File: src/rtl/ext_com_ack_transmitter.sv
// UART byte transmitter with ACK reception, timeout and bounded retransmission.
module ext_com_ack_transmitter #(
  parameter int unsigned     UART_WIDTH            = 8,
  parameter int unsigned     CLK_FREQ              = 50_000_000,
  parameter int unsigned     UART_BAUD_RATE        = 230400,
  parameter int unsigned     UART_RETRANSMIT_COUNT = 5,
  parameter logic [UART_WIDTH-1:0] UART_ACK        = 8'b11001100,
  parameter int unsigned     ACK_TIMEOUT_BITS      = 40
) (
  input  logic                  clk,
  input  logic                  rstN,
  input  logic [UART_WIDTH-1:0] din,
  input  logic                  send,
  output logic                  ready,
  output logic                  tx,
  input  logic                  rx,
  output logic                  done,
  output logic                  fail,
  output logic [2:0]            attempt
);

  localparam int unsigned CLKS_PER_BIT = CLK_FREQ / UART_BAUD_RATE;
  localparam int unsigned HALF_BIT     = CLKS_PER_BIT / 2;
  localparam int unsigned TO_LOAD      = ACK_TIMEOUT_BITS * CLKS_PER_BIT;
  localparam int unsigned BAUD_W       = $clog2(CLKS_PER_BIT);
  localparam int unsigned BIT_W        = $clog2(UART_WIDTH + 1);
  localparam int unsigned TO_W         = $clog2(TO_LOAD + 1);
  localparam int unsigned ATT_W        = 3;

  typedef enum logic [3:0] {
    S_IDLE, S_TX_START, S_TX_DATA, S_TX_STOP, S_WAIT_ACK,
    S_RX_START, S_RX_DATA, S_RX_STOP, S_RETRY, S_DONE, S_FAIL
  } state_t;

  state_t                state, next_state;
  logic [BAUD_W-1:0]     baud_cnt;
  logic [BIT_W-1:0]      bit_cnt;
  logic [TO_W-1:0]       to_cnt;
  logic [UART_WIDTH-1:0] data_q, tx_sr, rx_sr;
  logic                  rx_meta, rx_s, rx_s_q;
  logic                  tx_d, ready_d, done_d, fail_d;
  logic [ATT_W-1:0]      attempt_d;

  logic baud_end, half_end, last_bit, to_zero, rx_fall, can_retry, in_listen;
  assign baud_end  = (baud_cnt == BAUD_W'(CLKS_PER_BIT - 1));
  assign half_end  = (baud_cnt == BAUD_W'(HALF_BIT - 1));
  assign last_bit  = (bit_cnt == BIT_W'(UART_WIDTH - 1));
  assign to_zero   = (to_cnt == '0);
  assign rx_fall   = rx_s_q & ~rx_s;
  assign can_retry = (attempt < ATT_W'(UART_RETRANSMIT_COUNT));
  assign in_listen = (state == S_WAIT_ACK) || (state == S_RX_START) ||
                     (state == S_RX_DATA)  || (state == S_RX_STOP);

  // State register
  always_ff @(posedge clk) begin
    if (!rstN) state <= S_IDLE;
    else       state <= next_state;
  end

  // Next-state decode
  always_comb begin
    next_state = state;
    case (state)
      S_IDLE:     if (send) next_state = S_TX_START;
      S_TX_START: if (baud_end) next_state = S_TX_DATA;
      S_TX_DATA:  if (baud_end && last_bit) next_state = S_TX_STOP;
      S_TX_STOP:  if (baud_end) next_state = S_WAIT_ACK;
      S_WAIT_ACK: begin
        if (rx_fall)      next_state = S_RX_START;
        else if (to_zero) next_state = S_RETRY;
      end
      // Glitch rejection: a start bit must still be low at mid-bit
      S_RX_START: if (half_end) next_state = rx_s ? S_WAIT_ACK : S_RX_DATA;
      S_RX_DATA:  if (baud_end && last_bit) next_state = S_RX_STOP;
      S_RX_STOP: begin
        if (baud_end) begin
          if (rx_s && (rx_sr == UART_ACK)) next_state = S_DONE;
          else if (to_zero)                next_state = S_RETRY;
          else                             next_state = S_WAIT_ACK;
        end
      end
      S_RETRY:    next_state = can_retry ? S_TX_START : S_FAIL;
      S_DONE:     next_state = S_IDLE;
      S_FAIL:     next_state = S_IDLE;
      default:    next_state = S_IDLE;
    endcase
  end

  // Output decode from the upcoming state, registered below
  always_comb begin
    tx_d      = 1'b1;
    ready_d   = 1'b0;
    done_d    = 1'b0;
    fail_d    = 1'b0;
    attempt_d = attempt;
    case (next_state)
      S_IDLE:     ready_d = 1'b1;
      S_TX_START: tx_d = 1'b0;
      S_TX_DATA:  tx_d = (state == S_TX_DATA && baud_end) ? tx_sr[1] : tx_sr[0];
      S_DONE:     done_d = 1'b1;
      S_FAIL:     fail_d = 1'b1;
      default:    ;
    endcase
    if (next_state == S_IDLE)
      attempt_d = '0;
    else if (next_state == S_TX_START && state != S_TX_START)
      attempt_d = attempt + ATT_W'(1);
  end

  // Datapath: synchroniser, counters, shift registers and output registers
  always_ff @(posedge clk) begin
    if (!rstN) begin
      rx_meta  <= 1'b1;
      rx_s     <= 1'b1;
      rx_s_q   <= 1'b1;
      tx       <= 1'b1;
      ready    <= 1'b1;
      done     <= 1'b0;
      fail     <= 1'b0;
      attempt  <= '0;
      baud_cnt <= '0;
      bit_cnt  <= '0;
      to_cnt   <= '0;
      data_q   <= '0;
      tx_sr    <= '0;
      rx_sr    <= '0;
    end else begin
      rx_meta <= rx;
      rx_s    <= rx_meta;
      rx_s_q  <= rx_s;
      tx      <= tx_d;
      ready   <= ready_d;
      done    <= done_d;
      fail    <= fail_d;
      attempt <= attempt_d;

      if (state == S_IDLE && send) begin
        data_q <= din;
        tx_sr  <= din;
      end else if (state == S_RETRY && next_state == S_TX_START) begin
        tx_sr <= data_q;
      end else if (state == S_TX_DATA && baud_end) begin
        tx_sr <= tx_sr >> 1;
      end

      if (next_state != state || baud_end) baud_cnt <= '0;
      else                                 baud_cnt <= baud_cnt + BAUD_W'(1);

      if (next_state != state)
        bit_cnt <= '0;
      else if ((state == S_TX_DATA || state == S_RX_DATA) && baud_end)
        bit_cnt <= bit_cnt + BIT_W'(1);

      if (state == S_RX_DATA && baud_end)
        rx_sr <= {rx_s, rx_sr[UART_WIDTH-1:1]};

      // Timeout keeps running through ACK reception; it saturates at zero
      if (state == S_TX_STOP && next_state == S_WAIT_ACK)
        to_cnt <= TO_W'(TO_LOAD);
      else if (in_listen && !to_zero)
        to_cnt <= to_cnt - TO_W'(1);
    end
  end

endmodule

File: config.mk
export PLATFORM = sky130hd
export DESIGN_NAME = ext_com_ack_transmitter
export DESIGN_NICKNAME = d
export VERILOG_FILES = /design/src/rtl/ext_com_ack_transmitter.sv
export SDC_FILE = /design/constraint.sdc
export NUM_CORES = 1
export LEC_CHECK = 0
export BUFFER_PORTS_ARGS = -buffer_cell sky130_fd_sc_hd__buf_2
export CORE_ASPECT_RATIO = 1.1
export CORE_MARGIN = 2
export CORE_UTILIZATION = 60
export CTS_CLUSTER_SIZE = 40
export DETAILED_ROUTE_END_ITERATION = 10
export PLACE_DENSITY_LB_ADDON = 0.2
export SYNTH_ARGS = -nofsm -noshare
export SYNTH_HDL_FRONTEND = slang
export SYNTH_SLANG_ARGS = --single-unit
File: constraint.sdc
create_clock -name clk -period 2.9 [get_ports clk]
set_input_delay 0 -clock clk [delete_from_list [all_inputs] [get_ports clk]]
set_output_delay 0 -clock clk [all_outputs]
set_load 0.02 [all_outputs]
Yosys cells after proc, flatten, opt, wreduce, memory -nomap -nowiden
Index checks and enable logic that the tools add are counted.
- register bits after elaboration: 64
- output and inout port bits: 7
- input bits: 12
- word-level logic and storage cells: 92
- order comparisons: 1
- reduce and logical (&&, ||, !) cells: 25
- mux-type cells: 24
- equality and inequality tests: 19
- bitwise gates (word level): 3
- $add $sub $neg: 4
- operators by type and width (kind ; number):
    $mux W4 ; 12
    $pmux W4 S9 ; 1
    $mux W14 ; 2
    $eq A4 B3 Y1 const B ; 6
    $mux W8 ; 3
    $eq A8 B8 Y1 const B ; 2
    $logic_not A14 Y1 ; 1
    $sub A14 B1 Y14 const B ; 1
    $eq A4 B2 Y1 const B ; 3
    $eq A4 B4 Y1 const B ; 3
    $logic_and A1 B1 Y1 ; 10
    $add A8 B1 Y8 const B ; 1
    $eq A4 B1 Y1 const B ; 2
    $eq A8 B7 Y1 const B ; 1
    $logic_not A4 Y1 ; 2
    $reduce_or A2 Y1 ; 4
    $logic_or A1 B1 Y1 ; 5
    $add A4 B1 Y4 const B ; 1
    $mux W1 ; 4
    $ne A4 B1 Y1 const B ; 1
    $ne A4 B4 Y1 ; 1
    $add A3 B1 Y3 const B ; 1
    $lt A3 B3 Y1 const B ; 1
    $reduce_bool A3 Y1 ; 1
    other kinds (6) ; 7

Depth between registers and ports, before layout
Gate-level depths: netlist of run 1.
- word-level depth: 9
- depth in mapped cells: 10
- mapped depth without buffers: 8

Worst setup path before layout of run 1
OpenSTA, ideal clock, no wires.
- path kind: register to register
- start point: register to_cnt[0]
- end point: register attempt[0]
- required time: 2.773 ns
- path buffers: 0
- stages on the path, launching flop included: 9
- library setup time: 0.127 ns
- clock period less this slack: 2.055 ns
- arrival time: 1.927 ns
- slack: 0.845 ns
- cells stage by stage: dfxtp_1 -> inv_1 -> ha_1 -> nor4b_1 -> nand2_1 -> o31ai_2 -> or3b_1 -> o41ai_4 -> nor2_1
- longest elaborated chain between the ends: 7
- elaborated cells between the ends (all ways): 11
- those cells by class: eq/ne: 1; mux: 6; reduce/logical: 4
- RTL lines (what ; line ; source):
    start: declaration ; 38 ; logic [TO_W-1:0] to_cnt;
    start signal: assignment ; 159 ; to_cnt <= TO_W'(TO_LOAD);
    start signal: assignment ; 161 ; to_cnt <= to_cnt - TO_W'(1);
    $logic_not A14 Y1 (*) ; 48 ; assign to_zero = (to_cnt == '0);
    $mux W4 ; 78 ; else if (to_zero) next_state = S_RETRY;
    $mux W4 ; 77 ; if (rx_s && (rx_sr == UART_ACK)) next_state = S_DONE;
    $mux W4 ; 76 ; if (baud_end) begin
    $pmux W4 S9 (*) ; 63 ; case (state)
    $eq A4 B1 Y1 or $logic_not A4 Y1 (tied branches) ; 106, 104 ;
    $logic_and A1 B1 Y1 or $reduce_or A2 Y1 (tied branches) ; - ;
    end signal: assignment ; 135 ; attempt <= attempt_d;
    end: declaration ; 19 ; output logic [2:0] attempt
Every way passes the cells marked *; elsewhere a longest branch is shown, timed or not.
A chain may end at the register's enable or synchronous reset.

Worst setup path in the final report of run 1
- start point: register state[0]
- end point: register bit_cnt[1]
- longest elaborated chain between the ends: 5
- elaborated cells between the ends (all ways): 23
- those cells by class: eq/ne: 9; mux: 10; reduce/logical: 4
- RTL lines (what ; line ; source):
    start: declaration ; 35 ; state_t state, next_state;
    start signal: assignment ; 57 ; else state <= next_state;
    $mux W4 ; 70 ; else if (to_zero) next_state = S_RETRY;
    $mux W4 ; 69 ; if (rx_fall) next_state = S_RX_START;
    $pmux W4 S9 ; 63 ;
    $ne A4 B4 Y1 ; 149 ; if (next_state != state)
    $reduce_or A2 Y1 (no source line) ; - ;
    end signal: assignment ; 152 ; bit_cnt <= bit_cnt + BIT_W'(1);
    end: declaration ; 37 ; logic [BIT_W-1:0] bit_cnt;
Several ways; a longest one is shown, not always the timed one.

==> flow_summary.json, run 1 <==
{
  "die_h_um": 80.0,
  "whs_ns": 0.172,
  "path_buf_inv": 1,
  "num_io_pins": 19,
  "place.gp.congestion": 0.837,
  "firstDrtPassIters": 4,
  "tns_ns": 0,
  "synth-edff-count": 0,
  "use_met2": 0.409,
  "status": "complete, no violations",
  "cts_tree": "built",
  "synth-main-ff-cell": "dfxtp_1",
  "fp.dieW_um": 73.1,
  "insertion_delay_ns": 0.34,
  "fin_crit_ns": 2.50,
  "cp_max_fo": 16,
  "slowest_stage": "dfxtp_1",
  "cts.path.max_buffers": 2,
  "cp_top_family": "simple AND/OR/NAND/NOR gates",
  "drive_gt1_frac": 0.128,
  "endpoint": "bit_cnt[1]",
  "critPathCaptureType": "flip-flop",
  "crit_cells": 7,
  "cap_violations": 0,
  "grt_use_total": 0.244,
  "grt_overflow": 0,
  "ant_nets": 0,
  "crit_path_start": "state[0]",
  "syn_inst": 364,
  "crit_type": "flip-flop to flip-flop",
  "row_count": 27,
  "fmax_mhz": 400,
  "worst_slew_pin_slew_ns": 0.970,
  "final_max_slew_viol_count": 0,
  "place_ws_ns": 0.454,
  "remaining_drc_errors": 0,
  "yosys_warnings": 0,
  "use_met3": 0.0455,
  "synthToLayoutAreaGrowth_pct": 14.6,
  "io_buffers": 18,
  "vias": 2630,
  "post-route-period-util": 0.862,
  "powerDensity_mw_per_mm2": 517,
  "cts.reportedPaths.clkPinSlew_ns": 0.07,
  "hold_viol": 0,
  "grt_first_pass_wirelength_um": 11200,
  "syn_area_mm2": 0.00315,
  "ys_ff_latch": 64,
  "vdd_drop_max_uv": 464,
  "p_leak_nw": 1.44,
  "met1_usage": 0.296,
  "rsz0062_at_grt": "no",
  "grt_busiest_layer": "met2",
  "reg2reg_depth": 7,
  "die_area_mm2": 0.00584,
  "critical_path_required_ns": 3.14,
  "grt_pass1_vias": 2609,
  "synth_cell_types": 52,
  "core_mm2": 0.00503,
  "syn_area_per_cell_um2": 8.64,
  "fin_nets": 410,
  "clock_skew_ns": 0.00916,
  "ys_seq_area_frac": 0.407,
  "viasPerCell": 5.77,
  "cp_data_arrival_time_ns": 2.74,
  "async_flop_share": 0,
  "dp_hpwl_um": 4390,
  "wl_um": 6460,
  "initial_core_util": 0.625,
  "first_iter_violations": 111,
  "htreeDepth": 3,
  "layout_setup_ws_ns": 0.399,
  "final_common_cell": "dfxtp_1",
  "crit_path_start_kind": "flip-flop",
  "utilization": 0.717,
  "cts_buffers": 9,
  "grt_max_degree": 36,
  "crit_chain": "nor2_1 > and3_1 > a21oi_1 > o2111ai_2 > mux2i_1 > buf_4 > nor4b_1",
  "rr_endpoint": "bit_cnt[1]",
  "layout_common_cells": "dfxtp_1, nand2_1, nor2_1",
  "antennaDiodeCount": 0,
  "reg2reg_from": "state[0]",
  "cts.sinks": 64,
  "rrSetupSlack_ns": 0.40,
  "max_slew_margin": 0.353,
  "setup_viol": 0,
  "syn_nets": 381,
  "cts-root-buf": "clkbuf_8",
  "wire_per_inst_um": 14.2,
  "hp-class": "input port to flip-flop",
  "slowest_delay_ns": 0.63,
  "antenna_found_initial": 0
}
[through the flow]
| step | total power [mW] | instances | area, um^2 |
|---|---|---|---|
| after floorplan | 1.02 | 364 | 3150 |
| after global placement | 1.05 | 430 | 3300 |
| after detailed placement | 1.06 | 430 | 3300 |
| after CTS | 1.88 | 456 | 3610 |
| after global routing | 1.94 | 456 | 3610 |
| final | 1.86 | 456 | 3610 |
[layer usage]
layer  wire [um]  part of all wire
met2        3170              0.49
met4         148             0.023
met5           0                 0
met3         244             0.038
met1        2900              0.45
[cell families (layout without fill, tap and decap cells)]
logic type,after synthesis,in the layout,synth area share
AOI/OAI and AO/OA,52,52,0.117
xor gates and xnor gates,24,24,0.0668
adders and majority gates,5,5,0.0199
buffers and inverters,24,58,0.0306
DFF,64,64,0.407
muxes,18,18,0.0573
and+or+nand+nor,177,177,0.301
[cell type report]
class                   instances  area, um^2
flip-flops and latches         64        1280
clock buffers                  10         128
fillers                       404        1430
clock inverters                 6        83.8
inverters                       6        22.5
repair buffers                 36         250
multi-input cells             276        1770
well taps                      58        72.6
[what timing repair did]
action / in CTS / in global routing
endpoints found under the hold margin: 12 / 0
resized for setup: 0 / 0
hold buffers: 10 / 0
setup buffers: 0 / 0
[cell usage after synthesis (5+ instances only)]
master / count / area, um^2
nand3_1: 14 / 70.1
nand2_1: 46 / 173
nor2_1: 33 / 124
dfxtp_1: 64 / 1280
nand2b_1: 8 / 50.1
xnor2_1: 15 / 131
nand4_1: 14 / 87.6
nor4_1: 5 / 31.3
nor4b_1: 7 / 61.3
a21oi_1: 12 / 60.1
nor2b_1: 10 / 62.6
mux2i_1: 18 / 180
o21ai_0: 12 / 60.1
a21boi_0: 14 / 105
xor2_1: 9 / 78.8
inv_1: 5 / 18.8
buf_2: 5 / 25.0
ha_1: 5 / 62.6
clkbuf_1: 11 / 41.3
nor3_1: 10 / 50.1
[registers in the layout (all words and copies together), names as in the netlist, 3 cells and up]
signal	count
bit_cnt	4
rx_sr	8
baud_cnt	8
to_cnt	14
state	4
tx_sr	8
attempt	3
data_q	8
[power by group]
group | leakage (nW) | switching [mW] | total (mW) | internal [mW]
registers | 0.519 | 0.0164 | 0.916 | 0.900
logic | 0.813 | 0.0745 | 0.134 | 0.0592
clock network | 0.110 | 0.333 | 0.814 | 0.481
total | 1.44 | 0.424 | 1.86 | 1.44
[worst register-to-register path: stages (launching register included)]
cell,delay [ns]
dfxtp_1,0.63
nor2_1,0.12
and3_1,0.36
a21oi_1,0.38
o2111ai_2,0.25
mux2i_1,0.18
buf_4,0.20
nor4b_1,0.29
[how the worst min path moves through the flow]
| stage | startpoint | endpoint | slack, ns | depth (start not counted) |
|---|---|---|---|---|
| 3_5_place_dp | rx | rx_meta | 0.19 | 2 |
| 4_1_cts | send | data_q[4] | 0.15 | 5 |
| 6_report | send | data_q[4] | 0.17 | 5 |
| 2_1_floorplan | rx | rx_meta | 0.10 | 1 |
| 3_3_place_gp | rx | rx_meta | 0.19 | 2 |
| 5_1_grt | send | data_q[0] | 0.22 | 5 |
No activity file was read; power rests on OpenSTA's default activity.
==> inputs of run 2 (changes only) <==
==> constraint.sdc (replaced) <==
create_clock -name clk -period 2.5 [get_ports clk]
set_input_delay 0 -clock clk [delete_from_list [all_inputs] [get_ports clk]]
set_output_delay 0 -clock clk [all_outputs]
set_load 0.02 [all_outputs]
==> run 2 against run 1 <==
  * Via count rose by 0.99%
  * Fmax is 11% higher
  * Power is 17% higher
  * Clock power grew 19%
  * Clock skew is 0.00085 ns lower
  * Combinational power grew 16%
  * Critical path depth increased by 1
  * Critical path type unchanged
==> flow_summary.json, run 2 (synthesis gave the netlist of run 1 again) <==
{
  "grt_overflow": 0,
  "reg2reg_depth": 8,
  "die_h_um": 80.0,
  "ant_nets": 0,
  "antenna_found_initial": 0,
  "rsz0062_at_grt": "no",
  "grt_use_total": 0.256,
  "p_leak_nw": 1.47,
  "cp_data_arrival_time_ns": 2.49,
  "fp.dieW_um": 73.1,
  "p_seq_frac": 0.486,
  "cts_tree": "built",
  "cap_violations": 0,
  "tns_ns": 0,
  "cts_buffers": 9,
  "setup_viol": 0,
  "critPathCaptureType": "flip-flop",
  "whs_ns": 0.108,
  "rrSetupSlack_ns": 0.24,
  "cts.reportedPaths.clkPinSlew_ns": 0.08,
  "core_mm2": 0.00503,
  "row_count": 27,
  "antennaDiodeCount": 0,
  "postPlaceCellArea_mm2": 0.00334,
  "slowest_stage": "nor4b_1",
  "largest_reg_flops": 14,
  "place_ws_ns": 0.226,
  "crit_chain": "inv_1 > ha_1 > nor4b_1 > nand2_1 > o31ai_2 > or3b_1 > o41ai_4 > nor2_1",
  "slowest_delay_ns": 0.41,
  "remaining_drc_errors": 0,
  "insertion_delay_ns": 0.34,
  "cp_max_fo": 4,
  "fin_nets": 415,
  "clkPwrFrac": 0.443,
  "layout_setup_ws_ns": 0.237,
  "wire_per_inst_um": 14.3,
  "synthToLayoutAreaGrowth_pct": 16.0,
  "hp-class": "input port to flip-flop",
  "hold_depth": 3,
  "cts.sinks": 64,
  "drive_gt1_frac": 0.146,
  "num_io_pins": 19,
  "first_iter_violations": 129,
  "swShare": 0.235,
  "critical_path_required_ns": 2.72,
  "firstDrtPassIters": 4,
  "cts-root-buf": "clkbuf_8",
  "vdd_drop_max_uv": 556,
  "power_switching_mw": 0.513,
  "place.gp.congestion": 0.915,
  "grt_max_degree": 38,
  "htreeDepth": 3,
  "viasPerCell": 5.76,
  "layout_common_cells": "dfxtp_1, nand2_1, nor2_1",
  "post_cts_buffers": 0,
  "clock_skew_ns": 0.00831,
  "grt_first_pass_wirelength_um": 11600,
  "vias": 2656,
  "grt_pass1_vias": 2618,
  "io_buffers": 18,
  "crit_type": "flip-flop to flip-flop",
  "final_max_slew_viol_count": 0,
  "post-route-period-util": 0.905,
  "max_slew_margin": 0.644,
  "die_area_mm2": 0.00584,
  "status": "complete, no violations",
  "largest-register": "to_cnt",
  "initial_core_util": 0.625,
  "powerDensity_mw_per_mm2": 600,
  "comb_power_share": 0.071,
  "intPower_mw": 1.68,
  "cts.path.max_buffers": 2,
  "fin_crit_ns": 2.26,
  "final_area_mm2": 0.00365,
  "worst_slew_pin_slew_ns": 0.533,
  "final_common_cell": "dfxtp_1",
  "dp_hpwl_um": 4430,
  "fmax_mhz": 442,
  "hold_viol": 0,
  "wl_um": 6620,
  "crit_path_start_kind": "flip-flop"
}
==> run 2: path summary, 6_finish.rpt <==
path,to,startpoint
setup reg to reg,attempt[0],to_cnt[0]
hold / removal,to_cnt[6],rstN
setup / recovery,attempt[0],to_cnt[0]
hold reg to reg,rx_s,rx_meta
==> run 2: what timing repair did <==
| item | in CTS | in global routing |
|---|---|---|
| endpoints found under the setup margin | 0 | 1 |
| resized for setup | 0 | 1 |
| hold endpoints to repair | 9 | 0 |
| hold buffers | 9 | 0 |
==> run 2: metal layers <==
layer  track usage  part of all wire  vias up
met5             0                 0        -
met4        0.0870            0.0092        0
met3        0.0593             0.035        8
met2         0.452              0.51       53
met1         0.299              0.44     1247
li1              -                 -     1348
==> run 2: metrics by stage <==
stage	util	total power [mW]	std cells
CTS	0.725	2.21	461
global placement	0.664	1.23	436
detailed placement	0.664	1.23	436
floorplan	-	1.18	364
global route	0.725	2.28	461
finish	0.725	2.19	461
==> run 2: final cells by class <==
cell class	instances	area (um^2)
multi-input combinational	276	1770
fill	398	1380
sequential	64	1280
timing repair buffer	41	285
clock buffer	9	124
clock inverter	7	95.1
tap	58	72.6
inverter	6	22.5
==> run 2: worst max-delay path, delay by kind of cell, from the launching register on <==
kind                     cells  cell delay [ns]
adder cells (fa/ha/maj)      1             0.18
buffers and inverters        1             0.06
flip-flops                   1             0.33
AO/OA/AOI/OAI                2             0.51
AND/OR/NAND/NOR              4             1.07
==> run 2: power by group through the flow <==
stage / combinational (mW) / sequential (mW) / clock [mW]
floorplan: 0.100 / 1.08 / 0
global placement: 0.140 / 1.08 / 0
global route: 0.174 / 1.07 / 1.04
detailed placement: 0.142 / 1.09 / 0
finish: 0.155 / 1.06 / 0.970
CTS: 0.154 / 1.06 / 0.990
